## src/rtl/repetition_serial_encoder.sv

```systemverilog
// Repetition encoder: holds one accepted word and streams REPETITION
// identical copies downstream with a valid/ready handshake on both sides.
module repetition_serial_encoder #(
    parameter int DATA_WIDTH  = 8,
    parameter int REPETITION  = 3,
    localparam int INDEX_WIDTH = (REPETITION > 1) ? $clog2(REPETITION) : 1
) (
    input  logic                   clock,
    input  logic                   resetn,
    input  logic                   data_valid,
    output logic                   data_ready,
    input  logic [DATA_WIDTH-1:0]  data,
    output logic                   copy_valid,
    input  logic                   copy_ready,
    output logic [DATA_WIDTH-1:0]  copy_data,
    output logic [INDEX_WIDTH-1:0] copy_index,
    output logic                   copy_last,
    output logic                   busy
);

    typedef enum logic {
        IDLE = 1'b0,
        SEND = 1'b1
    } state_t;

    localparam logic [INDEX_WIDTH-1:0] LAST_IDX = INDEX_WIDTH'(REPETITION - 1);

    state_t                 state_q, state_d;
    logic [INDEX_WIDTH-1:0] idx_q, idx_d;
    logic [DATA_WIDTH-1:0]  hold_q, hold_d;

    logic send;
    logic last;
    logic copy_hs;
    logic data_hs;

    assign send    = (state_q == SEND);
    assign last    = send && (idx_q == LAST_IDX);
    assign copy_hs = send && copy_ready;
    assign data_hs = data_valid && data_ready;

    always_ff @(posedge clock) begin
        if (!resetn) begin
            state_q <= IDLE;
            idx_q   <= '0;
            hold_q  <= '0;
        end else begin
            state_q <= state_d;
            idx_q   <= idx_d;
            hold_q  <= hold_d;
        end
    end

    always_comb begin
        state_d = state_q;
        idx_d   = idx_q;
        hold_d  = hold_q;
        unique case (state_q)
            IDLE: begin
                if (data_hs) begin
                    state_d = SEND;
                end
            end
            SEND: begin
                if (copy_hs && last && !data_hs) begin
                    state_d = IDLE;
                end
            end
        endcase
        // A new word always restarts the index, even on the final copy's edge
        if (data_hs) begin
            hold_d = data;
            idx_d  = '0;
        end else if (copy_hs) begin
            idx_d = last ? '0 : idx_q + INDEX_WIDTH'(1);
        end
    end

    always_comb begin
        busy       = send;
        copy_valid = send;
        copy_data  = hold_q;
        copy_index = idx_q;
        copy_last  = last;
        data_ready = !send || (copy_hs && last);
    end

endmodule

```

## config.mk

```make
export PLATFORM = sky130hd
export DESIGN_NAME = repetition_serial_encoder
export DESIGN_NICKNAME = d
export VERILOG_FILES = /design/src/rtl/repetition_serial_encoder.sv
export SDC_FILE = /design/constraint.sdc
export NUM_CORES = 1
export LEC_CHECK = 0
export BUFFER_PORTS_ARGS = -buffer_cell sky130_fd_sc_hd__buf_4
export CORE_AREA = 2 2 39 41
export CTS_CLUSTER_SIZE = 10
export DETAILED_ROUTE_END_ITERATION = 10
export DIE_AREA = 0 0 41 43
export GPL_ROUTABILITY_DRIVEN = 0
export HOLD_SLACK_MARGIN = 0.02
export MAX_ROUTING_LAYER = met4
export PLACE_DENSITY = 0.68
export SYNTH_ARGS = -nofsm -noshare
export SYNTH_HDL_FRONTEND = slang
export SYNTH_SLANG_ARGS = --single-unit
export TNS_END_PERCENT = 10
```

## constraint.sdc

```tcl
create_clock -name clock -period 1.8 [get_ports clock]
set_clock_uncertainty 0.2 [all_clocks]
set_input_delay 0.27 -clock clock [delete_from_list [all_inputs] [get_ports clock]]
set_output_delay 0.27 -clock clock [all_outputs]
set_load 0.02 [all_outputs]
```

* Word level (Yosys, flattened, before mapping)
Index checks and enable logic that the tools add are counted.
Operators by class: multiplexer cells 4, bitwise operators 2, reductions and logical operators 9, equal/unequal tests 1, add/subtract/negate cells 1
Operators by type and width (count):
- $logic_and A1 B1 Y1 | 5
- $add A2 B1 Y2 const B | 1
- $eq A2 B2 Y1 const B | 1
- $logic_not A1 Y1 | 2
- $mux W1 | 2
- $mux W2 | 1
- $not A1 Y1 | 2
- $pmux W1 S2 | 1
- $reduce_or A2 Y1 | 1
- $logic_or A1 B1 Y1 | 1
Storage, ports and cells: logic and storage cells 20, output and inout bits 14, register bits 11, input port bits 12

* Logic depth before layout (Yosys ltp)
depth in word-level cells 9, gate-level depth with buffers 4, mapped depth without buffers 3

* Least setup slack after synthesis
Ideal clock, no wire load.
path type register to register, from register idx_q[1] (netlist: copy_index[1]), to register hold_q[0] (netlist: copy_data[0]), clock period less this slack 1351 ps, required time 1528 ps, buffers on the path 1, stages on the path, launching flop included 5, library setup time 72 ps, setup slack 449 ps, data arrival time 1079 ps, path through dfxtp_1 > nand3b_4 > a21boi_2 > buf_6 > mux2i_1
Between the ends: longest elaborated chain between the ends 5
RTL lines:
- start: declaration | line 29 | logic [INDEX_WIDTH-1:0] idx_q, idx_d;
- start signal: assignment | line 49 | idx_q <= idx_d;
- $eq A2 B2 Y1 | line 38 | assign last = send && (idx_q == LAST_IDX);
- $logic_and A1 B1 Y1 | line 38
- $logic_and A1 B1 Y1 | line 85 | data_ready = !send || (copy_hs && last);
- $logic_or A1 B1 Y1 | line 85
- $logic_and A1 B1 Y1 | line 40 | assign data_hs = data_valid && data_ready;
- end signal: assignment | line 50 | hold_q <= hold_d;
- end: declaration | line 30 | logic [DATA_WIDTH-1:0] hold_q, hold_d;
Every way passes these cells. A chain may end at the register's enable or synchronous reset.

* Worst setup path after layout
from register state_q (netlist: busy), to output copy_last
Between the ends: longest elaborated chain between the ends 1
RTL lines:
- start: declaration | line 28 | state_t state_q, state_d;
- start signal: assignment | line 48 | state_q <= state_d;
- $logic_and A1 B1 Y1 | line 38
- end: declaration | line 17 | output logic copy_last,
Every way passes these cells.

==> metrics.txt <==
first-pass GRT wire length=1530 um; Startpoint Class=flop; Yosys top cell by area=dfxtp_1; top cells by area, synth=dfxtp_1 (44%), mux2i_1 (18%), nand2_1 (14%); Ports=26; drt drc=0; CP max FO=9; Cells after DPL=90; synthesis warning total=0; Layout Area Growth over Synthesis=42.6%; Seq/Total Area, Yosys=0.441; core area=1380 um^2; vias per cell=4.65; CTS clock-pin slew for the worst setup and hold paths=0.07 ns; DR WL/cell=9.80 um; outcome=finished, final reports clean; Max Buffers Root-to-Sink=2; Synthesized Nets=64; Final Hold Vio Count=0; dominant synthesized flop cell=dfxtp_1; grt ovf=0; headroom to the max-slew limit=0.808; layout cells sized above 1=0.423; initial antenna violation count=0; Mapped Cells=52; maximum number of pins on one net before global-route repair=20; number of synthesized register bits=11; Post-CTS Setup Inserts=0; most numerous cell in the Yosys netlist=nand2_1; number of synthesized flops with an enable pin=0; wirelength, routed=921 um; RSZ-0062 raised after global routing=no; die width=41 um; H-tree levels=1; Clock Sinks=11; Reg-to-Reg Start=copy_index[1]; ys async rst share=0; Leakage=0.350 nW; crit path launch=busy; via count=437; Final Non-Filler Cells=94; vias in the first global route=373; total global-route track usage=0.132; setup TNS=0 ns; # port buffers=25; CP required=1.33 ns; Least-Margin Pin Slew=0.287 ns; Die H=43 um; Peak VDD IR=0.357 mV; post-synth top area share=0.441; DRT iter0 DRCs=2; Unique masters post-synth=14; # rows=14; Num CTS Buffers=3; Final ANT Viol Nets=0; clk_lat worst skew=0.26 ns; die footprint=1760 um^2; # Max-Cap Violations=0; top cells by count, synth=nand2_1 (18), dfxtp_1 (11), mux2i_1 (9); clock root cell=clkbuf_4; Setup Viol. Count Final=0; Post-Syn Area=499 um^2; CP endpoint kind=output pin; CP Class=reg2out; worst hold path class=in2reg; Pre-Repair DR Iteration Count=2; fin. max-slew vios=0; min Tclk post-route=1.58 ns; Critical Path AT=1.11 ns; Initial Utilization=0.361; Post-CTS Resized=0; ant diodes=0; hold buffers post-CTS=0; fmax=0.635 GHz; Worst Hold Launch=data_valid; pwr dens=763 nW/um^2; placed wire-length estimate=674 um; Final period util=0.875; CTS tree=done; Avg Cell Area, Syn=9.60 um^2; layout net count=91
[kinds of logic (layout without fill, tap and decap cells)]
logic type             Yosys count  after routing  share of synthesized area
AO/OA/AOI/OAI                    4              4                     0.0576
multiplexers                     9              9                      0.180
buffers and inverters            4             30                     0.0576
AND/OR/NAND/NOR                 24             24                      0.263
flip-flops                      11             11                      0.441
[flip-flops by register name, summed over array words and instances, names as in the netlist]
register / cells
copy_data: 8
copy_index: 2
busy: 1
[worst paths after layout]
path,end,slack [ns],cells past startpoint
min reg2reg,copy_data[6],0.26,2
max,copy_last,0.22,2
max reg2reg,copy_data[0],0.45,4
min,busy,0.05,3
[worst max-delay path, stage by stage (launching register included)]
cell     delay [ns]
dfxtp_1        0.49
and3b_2        0.23
buf_4          0.13
[layout make-up]
class | instances | area, um^2
fill | 141 | 672
multi-input combinational | 37 | 250
sequential | 11 | 220
timing repair buffer | 26 | 195
clock buffer | 4 | 26.3
tap | 16 | 20.0
[power breakdown]
part | switching, mW | internal, mW
Combinational | 0.0524 | 0.0566
Clock | 0.0797 | 0.0856
Sequential | 0.0113 | 0.258
Total | 0.143 | 0.400
[metal layers]
layer | part of all wire | global-route usage
met3 | 0.084 | 0.0314
met1 | 0.46 | 0.169
met2 | 0.46 | 0.181
met4 | 0 | 0.0800
met5 | 0 | -
[stage by stage]
step                cell area (um^2)  power [mW]  setup slack [ns]  hold slack [ns]   util
global route                     712       0.581             0.151           0.0556  0.514
floorplan                        499       0.337             0.449            0.209      -
detailed placement               686       0.385             0.459            0.249  0.495
CTS                              712       0.558             0.200           0.0435  0.514
finish                           712       0.543             0.225           0.0545  0.514
global placement                 686       0.383             0.489            0.245  0.495
[layout by cell type (no fill, tap or decap), drive strengths merged]
cell	netlist	layout
buf	4	26
nand2	18	18
dfxtp	11	11
mux2i	9	9
clkbuf	0	4
a21oi	2	2
nor2b	2	2
a21boi	2	2
and3b	1	1
nand3b	1	1
and4bb	1	1
nand4b	1	1
No activity file was read; power rests on OpenSTA's default activity.
